$ cat src/rtl/onehot0_encoder_if.sv
// Valid/ready bundle carrying request vectors into the encoder and indices out of it.
// The master side feeds vectors and accepts results; the slave side is the encoder.
interface onehot0_encoder_if #(
    parameter int N = 8
);
    localparam int IDXW = $clog2(N);

    logic            in_valid;
    logic            in_ready;
    logic [N-1:0]    in_vec;
    logic            out_valid;
    logic            out_ready;
    logic [IDXW-1:0] out_idx;
    logic            out_hit;
    logic            out_multi;

    modport master (
        output in_valid,
        output in_vec,
        output out_ready,
        input  in_ready,
        input  out_valid,
        input  out_idx,
        input  out_hit,
        input  out_multi
    );

    modport slave (
        input  in_valid,
        input  in_vec,
        input  out_ready,
        output in_ready,
        output out_valid,
        output out_idx,
        output out_hit,
        output out_multi
    );
endinterface

$ cat src/rtl/onehot0_encoder.sv
// Registered zero-hot/one-hot to binary encoder with a saturating violation counter.
// Optional macro ONEHOT0_ENCODER_REPORT_EN adds simulation-only violation messages and a stall check.
module onehot0_encoder #(
    parameter int N    = 8,
    parameter int CNTW = 8
) (
    input  logic                clk,
    input  logic                rst_n,
    input  logic                clr_viol,
    onehot0_encoder_if.slave    bus,
    output logic [CNTW-1:0]     viol_cnt,
    output logic                viol_sticky
);
    localparam int IDXW = $clog2(N);

    typedef enum logic {
        EMPTY = 1'b0,
        FULL  = 1'b1
    } state_e;

    state_e          r_state;
    state_e          w_state_nxt;

    logic [IDXW-1:0] r_idx;
    logic            r_hit;
    logic            r_multi;
    logic [CNTW-1:0] r_viol_cnt;
    logic            r_viol_sticky;

    logic            w_in_ready;
    logic            w_in_accept;
    logic            w_out_accept;
    logic [IDXW-1:0] w_enc_idx;
    logic            w_enc_hit;
    logic            w_enc_multi;
    logic [CNTW-1:0] w_cnt_nxt;
    logic            w_sticky_nxt;

    // A full stage can still take a new vector when the consumer drains it this cycle.
    assign w_in_ready   = (r_state == EMPTY) || bus.out_ready;
    assign w_in_accept  = bus.in_valid && w_in_ready;
    assign w_out_accept = (r_state == FULL) && bus.out_ready;

    // NOTE: every variable gets a default before any branch, so no path leaves it unassigned and no latch is inferred.
    always_comb begin
        w_enc_idx = '0;
        for (int i = N - 1; i >= 0; i--) begin
            if (bus.in_vec[i]) begin
                w_enc_idx = IDXW'(i);
            end
        end
    end

    assign w_enc_hit   = |bus.in_vec;
    // Clearing the lowest set bit leaves something behind only if two or more were set.
    assign w_enc_multi = |(bus.in_vec & (bus.in_vec - N'(1)));

    always_comb begin
        w_state_nxt = r_state;
        case (r_state)
            EMPTY: begin
                if (w_in_accept) begin
                    w_state_nxt = FULL;
                end
            end
            FULL: begin
                if (w_in_accept) begin
                    w_state_nxt = FULL;
                end else if (w_out_accept) begin
                    w_state_nxt = EMPTY;
                end
            end
            default: w_state_nxt = EMPTY;
        endcase
    end

    // A violation accepted together with a clear restarts the count at one.
    always_comb begin
        w_cnt_nxt    = r_viol_cnt;
        w_sticky_nxt = r_viol_sticky;
        if (w_in_accept && w_enc_multi) begin
            w_sticky_nxt = 1'b1;
            if (clr_viol) begin
                w_cnt_nxt = CNTW'(1);
            end else if (!(&r_viol_cnt)) begin
                w_cnt_nxt = r_viol_cnt + CNTW'(1);
            end
        end else if (clr_viol) begin
            w_cnt_nxt    = '0;
            w_sticky_nxt = 1'b0;
        end
    end

    // NOTE: state is updated with non-blocking assignments so every register samples pre-edge values.
    always_ff @(posedge clk) begin
        if (!rst_n) begin
            r_state <= EMPTY;
        end else begin
            r_state <= w_state_nxt;
        end
    end

    always_ff @(posedge clk) begin
        if (!rst_n) begin
            r_idx   <= '0;
            r_hit   <= 1'b0;
            r_multi <= 1'b0;
        end else if (w_in_accept) begin
            r_idx   <= w_enc_idx;
            r_hit   <= w_enc_hit;
            r_multi <= w_enc_multi;
        end
    end

    always_ff @(posedge clk) begin
        if (!rst_n) begin
            r_viol_cnt    <= '0;
            r_viol_sticky <= 1'b0;
        end else begin
            r_viol_cnt    <= w_cnt_nxt;
            r_viol_sticky <= w_sticky_nxt;
        end
    end

    assign bus.in_ready  = w_in_ready;
    assign bus.out_valid = (r_state == FULL);
    assign bus.out_idx   = r_idx;
    assign bus.out_hit   = r_hit;
    assign bus.out_multi = r_multi;
    assign viol_cnt      = r_viol_cnt;
    assign viol_sticky   = r_viol_sticky;

`ifdef ONEHOT0_ENCODER_REPORT_EN
    always @(posedge clk) begin
        if (rst_n && w_in_accept && w_enc_multi) begin
            $display("ONEHOT0 violation: vec=%b idx=%0d", bus.in_vec, w_enc_idx);
        end
        if (rst_n && (r_state == FULL) && !bus.out_ready) begin
            assert (w_state_nxt == FULL)
            else $error("onehot0_encoder: out_valid dropped while out_ready=0");
        end
    end
`else
`endif

endmodule

$ cat src/flat_wrapper.sv
// flat-port wrapper written by rule: the top's interface ports become plain ports
module onehot0_encoder_flat 
#(
    parameter int N    = 8,
    parameter int CNTW = 8
)
  (clk, rst_n, clr_viol, viol_cnt, viol_sticky, bus_in_valid, bus_in_vec, bus_out_ready, bus_in_ready, bus_out_valid, bus_out_idx, bus_out_hit, bus_out_multi);
  onehot0_encoder_if #(.N(N)) bus_i ();
  input  logic clk;
  input  logic rst_n;
  input  logic clr_viol;
  output logic [CNTW-1:0] viol_cnt;
  output logic viol_sticky;
  input wire logic [$bits(bus_i.in_valid)-1:0] bus_in_valid;
  input wire logic [$bits(bus_i.in_vec)-1:0] bus_in_vec;
  input wire logic [$bits(bus_i.out_ready)-1:0] bus_out_ready;
  output wire logic [$bits(bus_i.in_ready)-1:0] bus_in_ready;
  output wire logic [$bits(bus_i.out_valid)-1:0] bus_out_valid;
  output wire logic [$bits(bus_i.out_idx)-1:0] bus_out_idx;
  output wire logic [$bits(bus_i.out_hit)-1:0] bus_out_hit;
  output wire logic [$bits(bus_i.out_multi)-1:0] bus_out_multi;
  assign bus_i.in_valid = bus_in_valid;
  assign bus_i.in_vec = bus_in_vec;
  assign bus_i.out_ready = bus_out_ready;
  assign bus_in_ready = bus_i.in_ready;
  assign bus_out_valid = bus_i.out_valid;
  assign bus_out_idx = bus_i.out_idx;
  assign bus_out_hit = bus_i.out_hit;
  assign bus_out_multi = bus_i.out_multi;
  onehot0_encoder #(.N(N), .CNTW(CNTW)) u_core (.clk(clk), .rst_n(rst_n), .clr_viol(clr_viol), .bus(bus_i), .viol_cnt(viol_cnt), .viol_sticky(viol_sticky));
endmodule
$ cat config.mk
export PLATFORM = sky130hd
export DESIGN_NAME = onehot0_encoder_flat
export DESIGN_NICKNAME = d
export VERILOG_FILES = /design/src/rtl/onehot0_encoder_if.sv /design/src/rtl/onehot0_encoder.sv /design/src/flat_wrapper.sv
export SDC_FILE = /design/constraint.sdc
export NUM_CORES = 1
export LEC_CHECK = 0
export ABC_CLOCK_PERIOD_IN_PS = 4250
export CAP_MARGIN = 40
export CORE_MARGIN = 2
export CORE_UTILIZATION = 47
export DETAILED_ROUTE_END_ITERATION = 8
export PLACE_DENSITY_LB_ADDON = 0.1
export SYNTH_ARGS = -nofsm -noshare
export SYNTH_HDL_FRONTEND = slang
export SYNTH_SLANG_ARGS = --single-unit
$ cat constraint.sdc
create_clock -name clk -period 4.25 [get_ports clk]
set_input_delay 1.0625 -clock clk [delete_from_list [all_inputs] [get_ports clk]]
set_output_delay 1.0625 -clock clk [all_outputs]
set_load 0.005 [all_outputs]
# Word-level counts from Yosys, hierarchy flattened
# Cells that the tools add are included.
[totals]
in_bits = 13
memories = 0
mem_bits_ro = 0
reg_bits = 15
ramBits = 0
latchBits = 0
[classes]
eq_ne = 1
muxes = 18
magnitude_cmp = 0
div_mod_pow = 0
mul = 0
addsub = 2
shift = 0
bitwise_logic = 2
reduce_logical = 9
[ops]
columns = ["op", "count"]
rows = [
  ["two-way mux 8 bit", 4],
  ["two-way mux 3 bit", 8],
  ["OR reduction 8 bit", 2],
  ["adder 8 x 1 -> 8 bit, second input constant", 1],
  ["bitwise AND 8 bit", 1],
  ["AND reduction 8 bit", 1],
  ["subtractor 8 x 1 -> 8 bit, second input constant", 1],
  ["two-way mux 1 bit", 5],
  ["logical AND 1 bit", 3],
  ["!= test 2 bit, second input constant", 1],
  ["case mux 1 bit (2 select lines)", 1],
  ["AND reduction 2 bit", 1],
  ["nonzero test 2 bit", 1],
  ["logical OR 1 bit", 1],
  ["inverter 1 bit", 1],
]

# Longest topological paths before layout
# Gate-level depths: netlist of the first run.
[depth]
depth_word = 8
ltp_mapped = 7
ltp_nobuf = 7

# Least setup slack after synthesis of the first run
# OpenSTA, ideal clock, no wires.
[synth_timing]
kind = "input-to-reg"
start = "input bus_in_vec[3]"
end = "register u_core.r_viol_cnt[7], in the netlist u_core.viol_cnt[7]"
t_arrival_ns = 2.476
cell_stages = 6
setup_slack_ns = 1.631
required_time_ns = 4.107
setup_ns = 0.143
cell_sequence = "or4_4 > a2111oi_2 > or2_2 > o22ai_2 > a41oi_1 > a311oi_1"
[synth_between]
elab_chain_len = 6
elab_cells_between_ends = 7
cone_classes = "add/sub (1); mux (1); bitwise (1); reduce/logical (4)"
[synth_rtl]
columns = ["item", "line", "source"]
rows = [
  ["start, declared", "flat_wrapper.sv:15", "input wire logic [$bits(bus_i.in_vec)-1:0] bus_in_vec;"],
  ["subtractor 8 x 1 -> 8 bit", "onehot0_encoder.sv:56", "assign w_enc_multi = |(bus.in_vec & (bus.in_vec - N'(1)));"],
  ["bitwise AND 8 bit (*)", "onehot0_encoder.sv:56", ""],
  ["OR reduction 8 bit (*)", "onehot0_encoder.sv:56", ""],
  ["logical AND 1 bit (*)", "onehot0_encoder.sv:81", "if (w_in_accept && w_enc_multi) begin"],
  ["nonzero test 2 bit (no source line)", "--", ""],
  ["AND reduction 2 bit (no source line)", "--", ""],
  ["end signal, assigned", "onehot0_encoder.sv:120", "r_viol_cnt <= w_cnt_nxt;"],
  ["end, declared", "onehot0_encoder.sv:27", "logic [CNTW-1:0] r_viol_cnt;"],
]
# Mark *: on every way between the ends. The rest lies on a longest branch, timed or not.
# A chain may end at the register's enable or synchronous reset.

# Worst setup path in the final report of the first run
[layout_timing]
start = "input bus_out_ready"
end = "output bus_in_ready"
[layout_between]
elab_chain_len = 1
[layout_rtl]
columns = ["item", "line", "source"]
rows = [
  ["start, declared", "flat_wrapper.sv:16", "input wire logic [$bits(bus_i.out_ready)-1:0] bus_out_ready;"],
  ["logical OR 1 bit", "onehot0_encoder.sv:40", "assign w_in_ready = (r_state == EMPTY) || bus.out_ready;"],
  ["end, declared", "flat_wrapper.sv:17", "output wire logic [$bits(bus_i.in_ready)-1:0] bus_in_ready;"],
]
# No other way between the ends.

==> results of run 1 <==
## critical path: cells and delay by family
family        cells  cell delay (ns)
simple gates      1             0.16
buf+inv           2             0.96
## layout by cell type, fill, tap and decap left out
| cell type | n |
|---|---|
| clkdlybuf4s50_1 | 28 |
| dfxtp_1 | 15 |
| nand2_1 | 9 |
| a21oi_1 | 8 |
| nor2_1 | 7 |
| nor2b_1 | 5 |
| nand2b_1 | 4 |
| nor3_1 | 4 |
| nand3_1 | 4 |
| inv_1 | 4 |
| nor4_1 | 3 |
| clkbuf_4 | 3 |
| a211oi_1 | 2 |
| or2_2 | 2 |
| and3_1 | 2 |
| o21a_1 | 2 |
| and2_1 | 2 |
| a32o_1 | 2 |
| a31oi_1 | 2 |
| mux2i_1 | 2 |
| or3_1 | 1 |
| maj3_1 | 1 |
| or4_4 | 1 |
| a2111oi_2 | 1 |
| o21ai_2 | 1 |
| o22ai_2 | 1 |
| a41o_2 | 1 |
| a31o_1 | 1 |
| nand4_1 | 1 |
| o21bai_1 | 1 |
| o31ai_1 | 1 |
| nor4b_4 | 1 |
| nor3b_1 | 1 |
| a21boi_0 | 1 |
| a41oi_1 | 1 |
| a311oi_1 | 1 |
| o21ai_0 | 1 |
| ha_1 | 1 |
| clkbuf_1 | 1 |
## layout make-up
cell class / instances / area (um^2) / area share (%)
Timing Repair Buffer: 28 / 280 / 24.2
Sequential cell: 15 / 300 / 25.9
Multi-Input combinational cell: 78 / 514 / 44.4
Clock buffer: 4 / 26.3 / 2.27
Inverter: 4 / 15.0 / 1.30
Tap cell: 17 / 21.3 / 1.84
## state kept, by name, indices dropped and copies added (netlist names)
| name | flops |
|---|---|
| u_core.bus.out_valid | 1 |
| u_core.bus.out_idx | 3 |
| u_core.viol_sticky | 1 |
| u_core.viol_cnt | 8 |
| u_core.bus.out_multi | 1 |
| u_core.bus.out_hit | 1 |
## power by group through the flow
stage                     logic, mW  registers [mW]  clock network [mW]
after global routing         0.0630           0.151              0.0953
after global placement       0.0567           0.153                   0
after detailed placement     0.0576           0.154                   0
after CTS                    0.0580           0.150              0.0871
after floorplan              0.0248           0.153                   0
final                        0.0580           0.150              0.0840
## through the flow
| step | total power, mW | instances | instance area, um^2 |
|---|---|---|---|
| after global placement | 0.210 | 142 | 1130 |
| after detailed placement | 0.211 | 142 | 1130 |
| final | 0.292 | 146 | 1160 |
| after global routing | 0.309 | 146 | 1160 |
| after floorplan | 0.178 | 98 | 835 |
| after CTS | 0.295 | 146 | 1160 |
## worst paths after layout
path,startpoint,to,slack (ns),depth (start not counted)
min reg2reg,u_core.viol_cnt[3],u_core.viol_cnt[3],0.51,2
max,bus_out_ready,bus_in_ready,1.01,3
min,u_core.viol_cnt[3],u_core.viol_cnt[3],0.51,2
max reg2reg,u_core.viol_cnt[0],u_core.viol_cnt[1],2.44,7
## per-layer routing
| layer | GRT usage [%] | up-vias | share of wire, % |
|---|---|---|---|
| met4 | 12.0 | 0 | 2.0 |
| met5 | 0 | - | 0 |
| met1 | 24.6 | 395 | 46 |
| li1 | - | 429 | - |
| met2 | 33.3 | 25 | 47 |
| met3 | 6.27 | 5 | 4.9 |
## logic make-up after synthesis
kind of cell	Yosys count	synth area share, %
compound gates	27	24.4
fa+ha+maj	2	2.70
buf+inv	5	2.40
flops	15	36.0
mux	2	2.40
simple gates	47	32.1
==> impl_metrics.json, run 1 <==
{
  "cts-buffers-inserted": 3,
  "clk_pin_slew_ns": 0.08,
  "hold_violations": 0,
  "ys_top_cells_by_count": "15 x dfxtp_1, 9 x nand2_1, 8 x a21oi_1, 7 x nor2_1, 5 x nor2b_1",
  "clk_latency_ns": 0.29,
  "clock_skew_ns": 0.00488,
  "netSwitchingFraction_pct": 26.8,
  "grt_overflow": 0,
  "wire_per_inst_um": 13.5,
  "p_sw_mw": 0.0783,
  "ios": 29,
  "vias": 854,
  "yosys.area.top_type": "dfxtp_1",
  "synth_top_area_share_pct": 36.0,
  "die_h_um": 46.1,
  "setup_viol": 0,
  "preCtsSetupSlack_ns": 1.00,
  "fin_hold_ws_ns": 0.508,
  "die_area_mm2": 0.00213,
  "intPower_mw": 0.214,
  "gp_congestion": 0.766,
  "critPathKind": "primary input to primary output",
  "slew_headroom_pct": 69.2,
  "p_leak_nw": 0.417,
  "layout-drive-gt1-share_pct": 8.53,
  "async_reset_ff_share_pct": 0,
  "grt_pass1_wl_mm": 3.13,
  "maxCapViolations": 0,
  "drt_iter0_markers": 27,
  "nFillCells": 139,
  "cts.sinks": 15,
  "end_kind": "primary output",
  "dp_hpwl_mm": 1.50,
  "ys_types": 37,
  "netlist_instances": 98,
  "cts_tree": "yes",
  "p_clk_share_pct": 28.7,
  "period_share_pct": 76.2,
  "crit_chain": "clkdlybuf4s50_1 -> nand2b_1 -> clkdlybuf4s50_1",
  "final_nets": 144,
  "drt_pass1_iterations": 5,
  "min_period_ns": 3.24,
  "root_buffer": "clkbuf_4",
  "post_cts_buffers": 0,
  "pwr-share-comb_pct": 19.8,
  "yosysSeqAreaShare_pct": 36.0,
  "diodes": 0,
  "synthFlopType": "dfxtp_1",
  "die_x_um": 46.1,
  "required_ns": 3.19,
  "ys_warn_count": 0,
  "syn_avg_cell_area_um2": 8.52,
  "crit_path_frequent_cell": "clkdlybuf4s50_1",
  "fp-row-count": 15,
  "wirelength_mm": 1.97,
  "hold_class": "register to register",
  "fmax_mhz": 309,
  "cts_hold_buf": 0,
  "drtAntennaViolNets": 0,
  "power.density_mw_per_mm2": 253,
  "cp.arrival_ns": 2.18,
  "rsz0062_at_grt": "false",
  "yosysMostFrequentCell": "dfxtp_1",
  "core_area_mm2": 0.00169,
  "syn_nets": 112,
  "critPathSlowestCell": "clkdlybuf4s50_1",
  "synthesis.area_um2": 835,
  "setup_tns_ns": 0,
  "utilization_pct": 68.5,
  "start_util_pct": 49.4,
  "synth_area_leaders": "dfxtp_1 36%, a21oi_1 4.8%, nand2_1 4.0%, nor2b_1 3.7%, nor2_1 3.1%",
  "grt_pass1_vias": 736,
  "grt_use_total_pct": 20.9,
  "path_max_fanout": 4,
  "cts-resized-gates": 0,
  "maxSlewViolCount": 0,
  "h-tree-depth": 1,
  "slowest_delay_ns": 0.52,
  "postLayoutSetupSlackWorst_ns": 1.01,
  "syn_to_final_growth_pct": 38.7,
  "drcViolationCount": 0,
  "grt_antenna_before_repair": 0,
  "clock_path_buffers": 2,
  "grt_max_degree": 12,
  "tightest_slew_ns": 0.461,
  "ir_drop_mv": 0.205,
  "worst_setup_path_start_kind": "primary input",
  "synth_edf_count": 0,
  "ys_seq_elements": 15,
  "seqPwrFrac_pct": 51.4,
  "via_per_inst": 5.85,
  "io_buffers": 28,
  "outcome": "complete, no violations"
}
Note: power is estimated with default switching activity, not from simulation.
==> run 2, diff against run 1 <==
--- a/config.mk
+++ b/config.mk
@@ -5,10 +5,10 @@
 export SDC_FILE = /design/constraint.sdc
 export NUM_CORES = 1
 export LEC_CHECK = 0
-export ABC_CLOCK_PERIOD_IN_PS = 4250
+export ABC_CLOCK_PERIOD_IN_PS = 3000
 export CAP_MARGIN = 40
 export CORE_MARGIN = 2
-export CORE_UTILIZATION = 47
+export CORE_UTILIZATION = 43
 export DETAILED_ROUTE_END_ITERATION = 8
 export PLACE_DENSITY_LB_ADDON = 0.1
 export SYNTH_ARGS = -nofsm -noshare
==> constraint.sdc (replaced) <==
create_clock -name clk -period 3 [get_ports clk]
set_input_delay 0.75 -clock clk [delete_from_list [all_inputs] [get_ports clk]]
set_output_delay 0.75 -clock clk [all_outputs]
set_load 0.005 [all_outputs]
==> impl_metrics.json, run 2 (synthesis results as in run 1) <==
{
  "fp-row-count": 15,
  "outcome": "complete, no violations",
  "slowest_delay_ns": 0.51,
  "rrSetupSlack_ns": 1.22,
  "root_buffer": "clkbuf_4",
  "tightest_slew_ns": 0.476,
  "drt_pass1_iterations": 4,
  "clk_latency_ns": 0.28,
  "postLayoutSetupSlackWorst_ns": 0.391,
  "clock_path_buffers": 2,
  "min_period_ns": 2.61,
  "rr_worst_depth": 7,
  "power.density_mw_per_mm2": 347,
  "core_area_mm2": 0.00178,
  "h-tree-depth": 1,
  "maxSlewViolCount": 0,
  "p_leak_nw": 0.434,
  "worst_setup_path_start_kind": "primary input",
  "ios": 29,
  "multiInputGateArea_um2": 514,
  "layout-drive-gt1-share_pct": 11.4,
  "grt_overflow": 0,
  "wirelength_mm": 1.99,
  "maxCapViolations": 0,
  "required_ns": 2.25,
  "seqPwrFrac_pct": 51.5,
  "slew_headroom_pct": 68.2,
  "register_area_um2": 300,
  "drcViolationCount": 0,
  "drt_iter0_markers": 18,
  "cp.arrival_ns": 1.86,
  "min_to": "u_core.viol_cnt[3]",
  "min_path_cells": 2,
  "diodes": 0,
  "die_h_um": 48.1,
  "clock_skew_ns": 0.00150,
  "die_x_um": 48.1,
  "ir_drop_mv": 0.350,
  "hp-start": "u_core.viol_cnt[3]",
  "gp_congestion": 0.909,
  "nFillCells": 165,
  "path_delay_family": "buffers and inverters",
  "post_cts_buffers": 0,
  "period_share_pct": 87.0,
  "vias": 861,
  "setup_tns_ns": 0,
  "io_buffers": 28,
  "grt_pass1_wl_mm": 3.24,
  "grt_max_degree": 11,
  "cts_hold_buf": 0,
  "fin_hold_ws_ns": 0.513,
  "grt_pass1_vias": 788,
  "worstReg2RegStart": "u_core.viol_cnt[0]",
  "setup_viol": 0,
  "end_kind": "primary output",
  "p_sw_mw": 0.110,
  "wire_per_inst_um": 12.7,
  "netSwitchingFraction_pct": 26.6,
  "cts-resized-gates": 0,
  "intPower_mw": 0.304,
  "critPathKind": "primary input to primary output",
  "final_nets": 147,
  "rsz0062_at_grt": "false",
  "final_cell_mix": "28 x clkdlybuf4s50_1, 15 x dfxtp_1, 9 x nand2_1, 8 x a21oi_1, 7 x nor2_1",
  "crit_chain": "clkdlybuf4s50_1 -> nand2b_1 -> clkdlybuf4s50_1",
  "crit_path_frequent_cell": "clkdlybuf4s50_1",
  "hold_class": "register to register",
  "r2r-end": "u_core.viol_cnt[5]",
  "p_total_mw": 0.413,
  "grt_use_total_pct": 20.2,
  "grt_antenna_before_repair": 0,
  "dp_hpwl_mm": 1.59,
  "largest_reg_flops": 8,
  "via_per_inst": 5.48,
  "path_buf_inv": 2,
  "cts_tree": "yes",
  "preCtsSetupSlack_ns": 0.0903,
  "final_common_cell": "clkdlybuf4s50_1",
  "drtAntennaViolNets": 0,
  "fmax_mhz": 383,
  "cts.sinks": 15,
  "cts-buffers-inserted": 3,
  "hold_violations": 0,
  "critPathSlowestCell": "clkdlybuf4s50_1",
  "path_max_fanout": 4,
  "die_area_mm2": 0.00231,
  "clk_pin_slew_ns": 0.09,
  "start_util_pct": 46.8,
  "p_clk_share_pct": 28.0,
  "pwr-share-comb_pct": 20.6,
  "syn_to_final_growth_pct": 42.7
}
==> run 2: area by class of cell <==
cell class,instances,share of cell area (%)
clock buffer,3,1.89
timing repair buffer,31,25.4
multi-input combinational,78,43.2
sequential,15,25.2
inverter,4,1.26
clock inverter,1,0.420
tap,25,2.63
==> run 2: worst max-delay path by stage <==
stage                  startpoint  cells after the start            endpoint  slack [ns]
global placement    bus_in_vec[1]                      7  u_core.viol_cnt[7]        0.16
CTS                 bus_out_ready                      3        bus_in_ready        0.39
detailed placement  bus_in_vec[3]                      7  u_core.viol_cnt[7]        0.09
floorplan           bus_in_vec[3]                      6  u_core.viol_cnt[7]        0.69
finish              bus_out_ready                      3        bus_in_ready        0.39
global route        bus_in_vec[1]                      7  u_core.viol_cnt[7]        0.25
==> run 2: metal layers <==
layer	up-vias	track usage, %	share of wire, %
met3	2	6.79	5.7
met4	0	5.41	0.60
li1	437	-	-
met5	-	0	0
met1	390	25.1	47
met2	32	33.3	47
==> run 2: worst reg2reg max path: cells and delay by family, from the launching register on <==
kind,cells,cell delay [ns]
AOI/OAI and AO/OA,2,0.34
adders and majority gates,1,0.22
DFF,1,0.44
and+or+nand+nor,4,0.71
==> run 2: through the flow <==
stage,instances,area [um^2],utilization [%]
6_report,157,1190,66.8
5_1_grt,157,1190,66.8
4_1_cts,157,1190,66.8
3_5_place_dp,153,1160,65.3
3_3_place_gp,153,1160,65.3
2_1_floorplan,98,835,-
==> run 2: power by group through the flow <==
stage               logic [mW]  registers [mW]  clock network [mW]
floorplan               0.0351           0.217                   0
global placement        0.0839           0.217                   0
detailed placement      0.0847           0.217                   0
CTS                     0.0855           0.213               0.119
global route            0.0939           0.214               0.124
finish                  0.0849           0.213               0.116
==> run 3, diff against run 2 <==
--- a/config.mk
+++ b/config.mk
@@ -5,10 +5,11 @@
 export SDC_FILE = /design/constraint.sdc
 export NUM_CORES = 1
 export LEC_CHECK = 0
+export ABC_AREA = 1
 export ABC_CLOCK_PERIOD_IN_PS = 3000
 export CAP_MARGIN = 40
 export CORE_MARGIN = 2
-export CORE_UTILIZATION = 43
+export CORE_UTILIZATION = 45
 export DETAILED_ROUTE_END_ITERATION = 8
 export PLACE_DENSITY_LB_ADDON = 0.1
 export SYNTH_ARGS = -nofsm -noshare
==> impl_metrics.json, run 3 <==
{
  "final_nets": 184,
  "synth_top_area_share_pct": 33.2,
  "end_kind": "primary output",
  "drt_pass1_iterations": 4,
  "seqPwrFrac_pct": 51.7,
  "finalInstanceArea_mm2": 0.00123,
  "hold_violations": 0,
  "netlist_instances": 140,
  "die_x_um": 48.8,
  "fmax_mhz": 385,
  "tightest_slew_ns": 0.389,
  "p_clk_share_pct": 28.7,
  "hp-start": "u_core.viol_sticky",
  "syn_to_final_growth_pct": 36.2,
  "clk_pin_slew_ns": 0.09,
  "intPower_mw": 0.296,
  "utilization_pct": 64.1,
  "yosysSeqAreaShare_pct": 33.2,
  "grt_use_total_pct": 18.8,
  "rrSetupSlack_ns": 1.42,
  "cp.arrival_ns": 1.85,
  "gp_congestion": 0.805,
  "syn_nets": 154,
  "synthFlopType": "dfxtp_1",
  "wire_per_inst_um": 10.3,
  "maxSlewViolCount": 0,
  "clock_skew_ns": 0.00455,
  "cts.sinks": 15,
  "syn_avg_cell_area_um2": 6.46,
  "io_buffers": 28,
  "required_ns": 2.25,
  "final_cell_mix": "33 x nand2_1, 28 x clkdlybuf4s50_1, 16 x inv_1, 16 x nor2_1, 16 x a21oi_1",
  "grt_pass1_vias": 909,
  "vias": 957,
  "critPathKind": "primary input to primary output",
  "drcViolationCount": 0,
  "die_area_mm2": 0.00238,
  "largest_reg_flops": 8,
  "netSwitchingFraction_pct": 27.5,
  "path_max_fanout": 3,
  "maxCapViolations": 0,
  "worstReg2RegStart": "u_core.viol_cnt[0]",
  "root_buffer": "clkbuf_4",
  "outcome": "complete, no violations",
  "cts_hold_buf": 0,
  "hold_class": "register to register",
  "p_sw_mw": 0.113,
  "die_h_um": 48.8,
  "start_util_pct": 47.1,
  "power.density_mw_per_mm2": 332,
  "slew_headroom_pct": 74.0,
  "via_per_inst": 4.88,
  "grt_overflow": 0,
  "async_reset_ff_share_pct": 0,
  "rr_worst_depth": 7,
  "min_path_cells": 2,
  "diodes": 0,
  "ys_types": 23,
  "wirelength_mm": 2.03,
  "p_leak_nw": 0.504,
  "ir_drop_mv": 0.227,
  "rsz0062_at_grt": "false",
  "core_area_mm2": 0.00192,
  "synthesis.area_um2": 905,
  "yosysMostFrequentCell": "nand2_1",
  "fin_hold_ws_ns": 0.472,
  "cts-buffers-inserted": 3,
  "clock_path_buffers": 2,
  "nFillCells": 190,
  "ys_warn_count": 0,
  "dp_hpwl_mm": 1.56,
  "ios": 29,
  "final_common_cell": "nand2_1",
  "cts_tree": "yes",
  "drt_iter0_markers": 15,
  "pwr-share-comb_pct": 19.7,
  "ys_seq_elements": 15,
  "synth_edf_count": 0,
  "setup_viol": 0,
  "setup_tns_ns": 0,
  "synth_area_leaders": "dfxtp_1 33%, nand2_1 14%, a21oi_1 8.9%, inv_1 6.6%, nor2_1 6.6%",
  "cts-resized-gates": 0,
  "clk_latency_ns": 0.28,
  "grt_pass1_wl_mm": 3.61,
  "r2r-end": "u_core.viol_cnt[5]",
  "post_dp_cell_area_mm2": 0.00120,
  "worst_setup_path_start_kind": "primary input",
  "min_period_ns": 2.60,
  "ys_top_cells_by_count": "33 x nand2_1, 16 x a21oi_1, 16 x inv_1, 16 x nor2_1, 15 x dfxtp_1",
  "grt_antenna_before_repair": 0,
  "fp-row-count": 16,
  "post_cts_buffers": 0,
  "drtAntennaViolNets": 0,
  "layout-drive-gt1-share_pct": 8.88,
  "period_share_pct": 86.6,
  "yosys.area.top_type": "dfxtp_1",
  "h-tree-depth": 1,
  "min_to": "u_core.viol_sticky",
  "grt_max_degree": 12
}
[run 3: changes by cell type in the layout (fill, tap and decap cells not counted), moves of 6 or more]
cell     previous run  this run
nor2_1              7        16
a21oi_1             8        16
nand2_1             9        33
inv_1               4        16
nand3_1             4        11
o21ai_0             1         7
[run 3: per-stage QoR]
step	total power, mW	cells	worst slack, ns
final	0.409	196	0.402
after global routing	0.433	196	0.345
after CTS	0.415	196	0.398
after detailed placement	0.297	192	0.400
after global placement	0.295	192	0.415
after floorplan	0.253	140	1.33
[run 3: worst max-delay path, stage by stage]
cell             delay, ns
clkdlybuf4s50_1       0.45
inv_1                 0.03
nand2_1               0.10
clkdlybuf4s50_1       0.51
[run 3: area by class of cell]
class | count | area, um^2 | share of cell area [%]
timing repair buffer | 28 | 280 | 22.7
sequential | 15 | 300 | 24.4
multi-input combinational | 104 | 523 | 42.4
clock buffer | 3 | 22.5 | 1.83
inverter | 18 | 67.6 | 5.48
tap | 27 | 33.8 | 2.74
clock inverter | 1 | 5.00 | 0.406
[run 3: cell families after synthesis]
| logic type | synth area share (%) |
|---|---|
| AND/OR/NAND/NOR | 39.0 |
| AO/OA/AOI/OAI | 15.5 |
| adder cells (fa/ha/maj) | 1.38 |
| flip-flops | 33.2 |
| XOR/XNOR | 1.94 |
| buffers and inverters | 8.99 |
[run 3: how the worst max path moves through the flow]
stage	slack [ns]	to	startpoint	depth (start not counted)
finish	0.40	bus_in_ready	bus_out_ready	4
global route	0.34	bus_in_ready	bus_out_ready	4
CTS	0.40	bus_in_ready	bus_out_ready	4
detailed placement	0.40	bus_in_ready	bus_out_ready	4
global placement	0.41	bus_in_ready	bus_out_ready	4
floorplan	1.33	u_core.viol_cnt[2]	bus_out_ready	9
[run 3: power by group through the flow]
stage / combinational, mW / sequential, mW / clock, mW
finish: 0.0805 / 0.211 / 0.117
global route: 0.0901 / 0.213 / 0.130
CTS: 0.0813 / 0.211 / 0.122
detailed placement: 0.0810 / 0.216 / 0
global placement: 0.0796 / 0.215 / 0
floorplan: 0.0373 / 0.216 / 0
[run 3: layer usage]
layer  GRT usage (%)  wire length (um)  vias to the layer above
li1                -                 -                      517
met1            23.2               914                      416
met2            32.6              1010                       22
met3            3.07                83                        2
met4            7.14                13                        0
met5               0                 0                        -
